**src/rtl/reg_write_arbiter_pkg.sv**
```systemverilog
// Shared types and helpers for the round-robin register write arbiter.
// Holds the FSM state encoding and a constant-safe ceiling log2.
package reg_arb_pkg;

  typedef enum logic {
    IDLE = 1'b0,
    OWN  = 1'b1
  } arb_state_e;

  function automatic int clog2(input int n);
    int r;
    r = 0;
    for (int v = 1; v < n; v = v * 2) r++;
    return r;
  endfunction

  localparam int NREQ_DEF  = 4;
  localparam int IDX_W_DEF = clog2(NREQ_DEF);

endpackage

```
**src/rtl/reg_write_arbiter_if.sv**
```systemverilog
// Bus between the requesters and the write arbiter: requests, data, grant and register view.
// A requester holds req (and lock) level; its wdata slice is captured on the edge where its gnt is high.
interface reg_write_arbiter_if #(
  parameter int NREQ   = 4,
  parameter int DATA_W = 8
);
  import reg_arb_pkg::*;

  localparam int IDX_W = clog2(NREQ);

  logic [NREQ-1:0]        req;
  logic [NREQ-1:0]        lock;
  logic [NREQ*DATA_W-1:0] wdata;
  logic [NREQ-1:0]        gnt;
  logic [DATA_W-1:0]      q;
  logic                   q_vld;
  logic [IDX_W-1:0]       q_src;
  logic                   busy;
  arb_state_e             state;

  modport master (
    output req, lock, wdata,
    input  gnt, q, q_vld, q_src, busy, state
  );

  modport slave (
    input  req, lock, wdata,
    output gnt, q, q_vld, q_src, busy, state
  );

endinterface

```
**src/rtl/reg_write_arbiter_rr_pick.sv**
```systemverilog
// Combinational round-robin picker: first set request at or after ptr, wrapping modulo NREQ.
// Rotates the request vector by ptr, priority-encodes, then maps the position back.
module rr_pick
  import reg_arb_pkg::*;
#(
  parameter int NREQ  = 4,
  parameter int IDX_W = clog2(NREQ)
) (
  input  logic [NREQ-1:0]  req_i,
  input  logic [IDX_W-1:0] ptr_i,
  output logic [NREQ-1:0]  onehot_o,
  output logic [IDX_W-1:0] idx_o
);

  logic [NREQ-1:0] rot;
  logic            found;

  always_comb begin
    rot      = '0;
    found    = 1'b0;
    idx_o    = '0;
    onehot_o = '0;
    for (int k = 0; k < NREQ; k++) begin
      rot[k] = req_i[(int'(ptr_i) + k) % NREQ];
    end
    for (int k = 0; k < NREQ; k++) begin
      if (!found && rot[k]) begin
        found = 1'b1;
        idx_o = IDX_W'((int'(ptr_i) + k) % NREQ);
      end
    end
    if (found) onehot_o[idx_o] = 1'b1;
  end

endmodule

```
**src/rtl/reg_write_arbiter.sv**
```systemverilog
// Shared 8-bit capture register with round-robin arbitration and bounded locked bursts.
// IDLE arbitrates among all requesters; OWN serves only the locked owner until it releases.
module reg_write_arbiter
  import reg_arb_pkg::*;
#(
  parameter int NREQ      = 4,
  parameter int DATA_W    = 8,
  parameter int MAX_BURST = 4
) (
  input  logic               clk,
  input  logic               reset,
  reg_write_arbiter_if.slave bus
);

  localparam int IDX_W = clog2(NREQ);
  localparam int CNT_W = clog2(MAX_BURST + 1);
  localparam logic [CNT_W-1:0] MAX_CNT  = CNT_W'(MAX_BURST);
  localparam logic [CNT_W-1:0] CNT_ONE  = CNT_W'(1);
  localparam logic [IDX_W-1:0] LAST_IDX = IDX_W'(NREQ - 1);
  localparam logic [IDX_W-1:0] IDX_ONE  = IDX_W'(1);

  arb_state_e        state_q;
  logic [IDX_W-1:0]  rr_ptr_q;
  logic [CNT_W-1:0]  burst_cnt_q;
  logic [DATA_W-1:0] q_q;
  logic              q_vld_q;
  logic [IDX_W-1:0]  q_src_q;

  logic [NREQ-1:0]   pick_onehot;
  logic [IDX_W-1:0]  pick_idx;
  logic [NREQ-1:0]   gnt_c;
  logic [IDX_W-1:0]  win_idx;
  logic              do_write;
  logic              last_write;

  function automatic logic [IDX_W-1:0] ptr_inc(input logic [IDX_W-1:0] idx);
    return (idx == LAST_IDX) ? '0 : idx + IDX_ONE;
  endfunction

  rr_pick #(.NREQ(NREQ), .IDX_W(IDX_W)) u_pick (
    .req_i   (bus.req),
    .ptr_i   (rr_ptr_q),
    .onehot_o(pick_onehot),
    .idx_o   (pick_idx)
  );

  // In OWN the owner keeps the grant only while its burst budget is not used up.
  always_comb begin
    gnt_c   = '0;
    win_idx = pick_idx;
    if (!reset) begin
      if (state_q == IDLE) begin
        gnt_c = pick_onehot;
      end else begin
        win_idx = q_src_q;
        if (bus.req[q_src_q] && (burst_cnt_q < MAX_CNT)) gnt_c[q_src_q] = 1'b1;
      end
    end
  end

  assign do_write   = |gnt_c;
  assign last_write = (burst_cnt_q + CNT_ONE) >= MAX_CNT;

  always_ff @(posedge clk) begin
    if (reset) begin
      state_q     <= IDLE;
      rr_ptr_q    <= '0;
      burst_cnt_q <= '0;
      q_q         <= '0;
      q_vld_q     <= 1'b0;
      q_src_q     <= '0;
    end else begin
      q_vld_q <= do_write;
      if (do_write) begin
        q_q     <= bus.wdata[int'(win_idx)*DATA_W +: DATA_W];
        q_src_q <= win_idx;
      end
      case (state_q)
        IDLE: begin
          if (do_write) begin
            if (bus.lock[win_idx]) begin
              state_q     <= OWN;
              burst_cnt_q <= CNT_ONE;
            end else begin
              rr_ptr_q <= ptr_inc(win_idx);
            end
          end
        end
        OWN: begin
          // The write that fills the budget also releases, so the next cycle re-arbitrates.
          if (!do_write || !bus.lock[q_src_q] || last_write) begin
            state_q     <= IDLE;
            burst_cnt_q <= '0;
            rr_ptr_q    <= ptr_inc(q_src_q);
          end else begin
            burst_cnt_q <= burst_cnt_q + CNT_ONE;
          end
        end
        default: state_q <= IDLE;
      endcase
    end
  end

  assign bus.gnt   = gnt_c;
  assign bus.q     = q_q;
  assign bus.q_vld = q_vld_q;
  assign bus.q_src = q_src_q;
  assign bus.busy  = (state_q == OWN);
  assign bus.state = state_q;

endmodule
```
**src/flat_wrapper.sv**
```systemverilog
// flat-port wrapper written by rule: the top's interface ports become plain ports
module reg_write_arbiter_flat import reg_arb_pkg::*;
#(
  parameter int NREQ      = 4,
  parameter int DATA_W    = 8,
  parameter int MAX_BURST = 4
)
  (clk, reset, bus_req, bus_lock, bus_wdata, bus_gnt, bus_q, bus_q_vld, bus_q_src, bus_busy, bus_state);
  reg_write_arbiter_if #(.NREQ(NREQ), .DATA_W(DATA_W)) bus_i ();
  input  logic clk;
  input  logic reset;
  input wire logic [$bits(bus_i.req)-1:0] bus_req;
  input wire logic [$bits(bus_i.lock)-1:0] bus_lock;
  input wire logic [$bits(bus_i.wdata)-1:0] bus_wdata;
  output wire logic [$bits(bus_i.gnt)-1:0] bus_gnt;
  output wire logic [$bits(bus_i.q)-1:0] bus_q;
  output wire logic [$bits(bus_i.q_vld)-1:0] bus_q_vld;
  output wire logic [$bits(bus_i.q_src)-1:0] bus_q_src;
  output wire logic [$bits(bus_i.busy)-1:0] bus_busy;
  output wire logic [$bits(bus_i.state)-1:0] bus_state;
  assign bus_i.req = bus_req;
  assign bus_i.lock = bus_lock;
  assign bus_i.wdata = bus_wdata;
  assign bus_gnt = bus_i.gnt;
  assign bus_q = bus_i.q;
  assign bus_q_vld = bus_i.q_vld;
  assign bus_q_src = bus_i.q_src;
  assign bus_busy = bus_i.busy;
  assign bus_state = bus_i.state;
  reg_write_arbiter #(.NREQ(NREQ), .DATA_W(DATA_W), .MAX_BURST(MAX_BURST)) u_core (.clk(clk), .reset(reset), .bus(bus_i));
endmodule
```
**config.mk**
```make
export PLATFORM = sky130hd
export DESIGN_NAME = reg_write_arbiter_flat
export DESIGN_NICKNAME = d
export VERILOG_FILES = /design/src/rtl/reg_write_arbiter_pkg.sv /design/src/rtl/reg_write_arbiter_if.sv /design/src/rtl/reg_write_arbiter_rr_pick.sv /design/src/rtl/reg_write_arbiter.sv /design/src/flat_wrapper.sv
export SDC_FILE = /design/constraint.sdc
export NUM_CORES = 1
export LEC_CHECK = 0
export BUFFER_PORTS_ARGS = -buffer_cell sky130_fd_sc_hd__buf_4
export CAP_MARGIN = 20
export CORE_UTILIZATION = 40
export DETAILED_ROUTE_END_ITERATION = 10
export PLACE_DENSITY = 0.65
export SYNTH_ARGS = -nofsm -noshare
export SYNTH_HDL_FRONTEND = slang
export SYNTH_SLANG_ARGS = --single-unit
```
**constraint.sdc**
```tcl
create_clock -name clk -period 2.7 [get_ports clk]
set_input_delay 0.27 -clock clk [delete_from_list [all_inputs] [get_ports clk]]
set_output_delay 0.27 -clock clk [all_outputs]
set_load 0.01 [all_outputs]
```
; Yosys cells after proc, flatten, opt, wreduce, memory -nomap -nowiden
; Cells that the tools add are included.
[totals]
ramBits = 0
memories = 0
latchBits = 0
reg_bits = 17
wordCells = 102
input_bits = 42
out_inout_bits = 17
romBits = 0
[op_classes]
mul = 0
n_lt_le_gt_ge = 11
shift = 1
n_reduce_logical = 19
n_div = 0
n_eq_ne = 6
bitwise = 4
mux = 49
n_addsub = 6
[ops]
columns = op, count
row1 = variable part select 32 x 6 -> 8 bit, 1
row2 = 2-to-1 mux 2 bit, 11
row3 = 2-to-1 mux 1 bit, 19
row4 = 2-to-1 mux 4 bit, 4
row5 = binary-select mux 1 bit (select 2 bit), 7
row6 = "< comparator 2 x 3 -> 1 bit, second input constant", 4
row7 = "< comparator 3 x 4 -> 1 bit, second input constant", 3
row8 = 2-to-1 mux 3 bit, 3
row9 = "adder 2 x 1 -> 2 bit, second input constant", 3
row10 = logical AND 1 bit, 6
row11 = "!= test 2 bit, second input constant", 3
row12 = one-hot mux 3 bit (2 select lines), 1
row13 = OR reduction 2 bit, 3
row14 = logical NOT 1 bit, 5
row15 = "adder 2 bit, second input constant", 2
row16 = demux 1 bit (select 2 bit), 2
row17 = "equality test 2 bit, second input constant", 2
row18 = "greater-or-equal comparator 2 x 1 -> 1 bit, second input constant", 2
row19 = one-hot mux 2 bit (2 select lines), 1
row20 = OR reduction 4 bit, 1
row21 = "adder 3 x 1 -> 3 bit, second input constant", 1
row22 = "AND 1 bit, first input constant", 3
row23 = "greater-or-equal comparator 3 bit, second input constant", 1
row24 = "< comparator 3 bit, second input constant", 1
row25 = other kinds (6), 7

; Longest topological paths before layout
[depth]
depth_word = 27
mapped_depth = 10
ltp_nobuf = 7

; Modules after synthesis
; A second synthesis with hierarchy kept.
[unflattened]
hier_cells = 204
hier_area_um2 = 1470.2
[modules_own_cells]
columns = module, seq_area_each_um2, area_each_um2, cells_per_inst, n_inst
row1 = reg_write_arbiter, 340.3, 1285.0, 174, 1
row2 = rr_pick, 0.0, 185.2, 30, 1

; Worst setup path before layout
; Ideal clock, no wire load.
[synth_timing]
kind = reg-to-reg
start = reg u_core.q_src_q[1] (netlist: u_core.bus.q_src[1])
end = reg u_core.rr_ptr_q[0]
slack_ns = 0.530
setup_ns = 0.121
required_time_ns = 2.579
path_stages_with_launch = 8
arrival_ns = 2.049
period_less_slack_ns = 2.170
path_buffers = 0
cell_sequence = dfxtp_1 -> mux4_2 -> nor4b_1 -> o21ai_1 -> o211ai_2 -> o2bb2ai_1 -> o2bb2ai_2 -> mux2_4
[synth_via]
elab_chain_cells = 13
[synth_rtl]
columns = element, line_no
row1 = from (decl), reg_write_arbiter.sv:27  ; logic [IDX_W-1:0] q_src_q;
row2 = from (signal assigned), reg_write_arbiter.sv:76  ; q_src_q <= win_idx;
row3 = < comparator 2 x 3 -> 1 bit (not written as such) or greater-or-equal comparator 2 x 1 -> 1 bit (tied branches), reg_write_arbiter.sv:56  ; if (bus.req[q_src_q] && (burst_cnt_q < MAX_CNT)) gnt_c[q_src_q] = 1'b1;
row4 = logical AND 1 bit (not written as such), reg_write_arbiter.sv:56
row5 = 2-to-1 mux 1 bit (not written as such), reg_write_arbiter.sv:56
row6 = demux 1 bit (select 2 bit), -
row7 = 2-to-1 mux 4 bit, reg_write_arbiter.sv:56
row8 = 2-to-1 mux 4 bit, reg_write_arbiter.sv:52  ; if (state_q == IDLE) begin
row9 = 2-to-1 mux 4 bit, reg_write_arbiter.sv:51  ; if (!reset) begin
row10 = OR reduction 4 bit, reg_write_arbiter.sv:61  ; assign do_write = |gnt_c;
row11 = logical NOT 1 bit, reg_write_arbiter.sv:91  ; if (!do_write || !bus.lock[q_src_q] || last_write) begin
row12 = logical OR 1 bit (2 in series), reg_write_arbiter.sv:91
row13 = != test 2 bit (no line), -
row14 = AND reduction 3 bit (no line), -
row15 = to (signal assigned), reg_write_arbiter.sv:85  ; rr_ptr_q <= ptr_inc(win_idx);
row16 = to (signal assigned), reg_write_arbiter.sv:94  ; rr_ptr_q <= ptr_inc(q_src_q);
row17 = to (decl), reg_write_arbiter.sv:23  ; logic [IDX_W-1:0] rr_ptr_q;
; Several ways; a longest one is shown, not always the timed one. The select of a mux whose other input is x is not followed.
; A chain may end at the register's enable or synchronous reset.

; Worst setup path in the final report
[layout_timing]
start = reg u_core.q_src_q[1] (netlist: u_core.bus.q_src[1])
end = reg u_core.q_q[5] (netlist: u_core.bus.q[5])
[layout_via]
elab_chain_cells = 8
[layout_rtl]
columns = element, line_no
row1 = < comparator 2 x 3 -> 1 bit (not written as such) or greater-or-equal comparator 2 x 1 -> 1 bit (tied branches), reg_write_arbiter.sv:56
row2 = logical AND 1 bit (not written as such), reg_write_arbiter.sv:56
row3 = 2-to-1 mux 1 bit (not written as such), reg_write_arbiter.sv:56
row4 = demux 1 bit (select 2 bit), -
row5 = 2-to-1 mux 4 bit, reg_write_arbiter.sv:56
row6 = 2-to-1 mux 4 bit, reg_write_arbiter.sv:52
row7 = 2-to-1 mux 4 bit, reg_write_arbiter.sv:51
row8 = OR reduction 4 bit, reg_write_arbiter.sv:61
row9 = to (signal assigned), reg_write_arbiter.sv:75  ; q_q <= bus.wdata[int'(win_idx)*DATA_W +: DATA_W];
row10 = to (decl), reg_write_arbiter.sv:25  ; logic [DATA_W-1:0] q_q;
; Several ways; a longest one is shown, not always the timed one. The select of a mux whose other input is x is not followed.

==> metrics.txt <==
wire per inst=14.5 um; vias in the first global route=1253; fin worst setup slack=0.277 ns; CTS tree=yes; multi-input logic area=1010 um2; FP Rows=21; Max transition margin=60.0%; final global-route overflow total=0; H-tree levels=1; HPWL after DPL=2970 um; Seq/Total Area, Yosys=23.7%; status=finished clean; die width=62.0 um; nets=263; Syn. warnings=0; Final Hold Slack=0.314 ns; vias=1433; post-CTS setup buffer count=0; Non-Filler Instances=261; Skew-Pair Late Insertion Delay=0.30 ns; Fmax achieved=413 MHz; Mapped Cells=162; initial antenna violation count=0; Final Hold Vio Count=0; DP Cell Count=257; Total GRT Usage=20.9%; GRT Max-Usage Layer=met1; share of layout cells above drive strength 1=34.0%; Post-route DRC=0; Worst-path clk slew=0.11 ns; FFs w/ async S/R, synth=0%; clk root buf=clkbuf_4; Synth Register Bits=17; num ports=59; Die ar.=3840 um2; Layout area overhead=33.0%; post-layout min period=2.42 ns; # port buffers=58; period utilisation layout=89.8%; crit path DAT=2.60 ns; Initial DRC Count=56; clock sinks=17; core area=3390 um2; kind of critical path=flop to flop; max-cap violation count=0; ys flop type=dfxtp_1; ant diodes=0; Worst Clk Skew=0.0102 ns; startpoint types=flop; initial core utilization=42.5%; crit path capture type=flop; largest net degree at the start of global routing=24; M3 GR Usage=4.97%; fin. max-slew vios=0; clock buffer count from CTS=3; VDD IR-drop max=0.556 mV; final setup TNS=0 ns; Hold Buf Count CTS=0; Longest Clk Path Bufs=2; GRT met1 Usage=32.1%; Post-CTS Resized=0; CP Data Required Time=2.88 ns; Crit Path Max Fanout=10; final setup violation count=0; ANT nets after route=0; Post-synth EDFFs=0; Cell variety after synth=48; Util after Layout=56.5%; RePlAce Congestion=0.773; met2 usage=30.1%; DR pass1 iterations=4; RSZ-0062 raised after global routing=false; Leakage Power=0.000925 uW; pre-CTS WS=0.278 ns; worst slew pin tran=0.596 ns; PD cells=993 nW/um2; cell area after synthesis=1440 um2; hold crit path type=input port to flop; drt via density=5.49; Reg area=340 um2; Synth Area per Inst=8.88 um2; Fill cells=327; final wirelength=3780 um; die height=62.0 um; first-pass GRT wire length=5890 um; syn_nets=209
synthesized netlist by cell type, types with 2 or more instances:
library cell  number  area share, %
o31ai_1            2            1.0
a21oi_1            5            1.7
o21a_1             3            1.6
a31oi_1            2           0.87
or3_1              3            1.3
nor3_1             4            1.4
ha_1               5            4.3
inv_1              5            1.3
nand3b_1           2            1.0
nor4b_1            3            1.8
buf_4              4            2.1
nor2b_1            5            2.2
nand2_1            3           0.78
mux4_2             2            3.1
nand3_1            2           0.70
clkbuf_1           3           0.78
buf_2              4            1.4
a211oi_1           3            1.6
o21ai_0            4            1.4
nand2b_1           3            1.3
mux2i_1           35             24
dfxtp_1           17             24
nor2_1            18            4.7
worst max-delay path: stages, from the launching register on:
cell,delay [ns]
dfxtp_1,0.57
mux4_2,0.54
nor4b_1,0.18
o21ai_1,0.12
o211ai_2,0.16
nor2_4,0.24
buf_4,0.24
mux2i_1,0.20
nor2_1,0.06
flip-flops by register name, indices dropped and copies added, names as in the netlist:
signal / cells
u_core.bus.q: 8
u_core.burst_cnt_q: 3
u_core.bus.q_src: 2
u_core.rr_ptr_q: 2
u_core.bus.busy: 1
u_core.bus.q_vld: 1
worst paths after layout:
path	startpoint	to	slack [ns]	cells past startpoint
hold / removal	reset	u_core.bus.q[7]$_SDFFE_PP0P_	0.31	2
setup reg to reg	u_core.bus.q_src[1]$_SDFFE_PP0P_	u_core.bus.q[5]$_SDFFE_PP0P_	0.28	8
hold reg to reg	u_core.burst_cnt_q[1]$_SDFFE_PP0P_	u_core.burst_cnt_q[1]$_SDFFE_PP0P_	0.49	1
setup / recovery	u_core.bus.q_src[1]$_SDFFE_PP0P_	u_core.bus.q[5]$_SDFFE_PP0P_	0.28	8
final cells by class:
type / instances / share of cell area, %
Clock buffer: 3 / 1.18
Clock inverter: 1 / 0.261
Inverter: 5 / 0.980
Multi-Input combinational cell: 128 / 52.9
Sequential cell: 17 / 17.8
Tap cell: 46 / 3.01
Timing Repair Buffer: 61 / 23.9
report_power, final:
group          internal (uW)  total, uW  switching [uW]  leakage [uW]
Sequential               354        491             137      0.000140
Clock                   55.2        139            83.7     0.0000177
Combinational            642       1270             629      0.000767
metrics by stage:
stage                     instance area (um2)  power [uW]
after floorplan                          1440        1390
after global placement                   1890        1750
after detailed placement                 1890        1770
after CTS                                1910        1910
after global routing                     1910        2060
final                                    1910        1900
placed cells by master (no fill, tap or decap), types with 2 or more instances in the layout:
cell       n
clkbuf_4   3
nor2_1    18
nand3b_1   2
nor4b_1    3
dfxtp_1   17
nor3_1     3
nor2b_1    5
nand2_1    3
inv_1      5
mux2i_1   35
buf_4     61
a211oi_1   3
nand3_1    2
nand2b_1   3
o21ai_0    4
o21a_1     3
a21oi_1    5
a31oi_1    2
ha_1       5
or3_1      3
mux4_2     2
o31ai_1    2
metal layers:
layer,wire [um],part of all wire [%]
met3,231,6.1
met5,0,0
met1,1820,48
met4,16,0.42
met2,1710,45
logic make-up (layout without fill, tap and decap cells):
| group | count (synthesis) | after routing | synth area share (%) |
|---|---|---|---|
| multiplexers | 38 | 38 | 28.5 |
| AO/OA/AOI/OAI | 35 | 35 | 18.1 |
| flip-flops | 17 | 17 | 23.7 |
| adder cells (fa/ha/maj) | 5 | 5 | 4.35 |
| buffers and inverters | 17 | 70 | 6.35 |
| AND/OR/NAND/NOR | 49 | 49 | 18.4 |
| XOR/XNOR | 1 | 1 | 0.609 |
(Power assumes the default switching activity.)
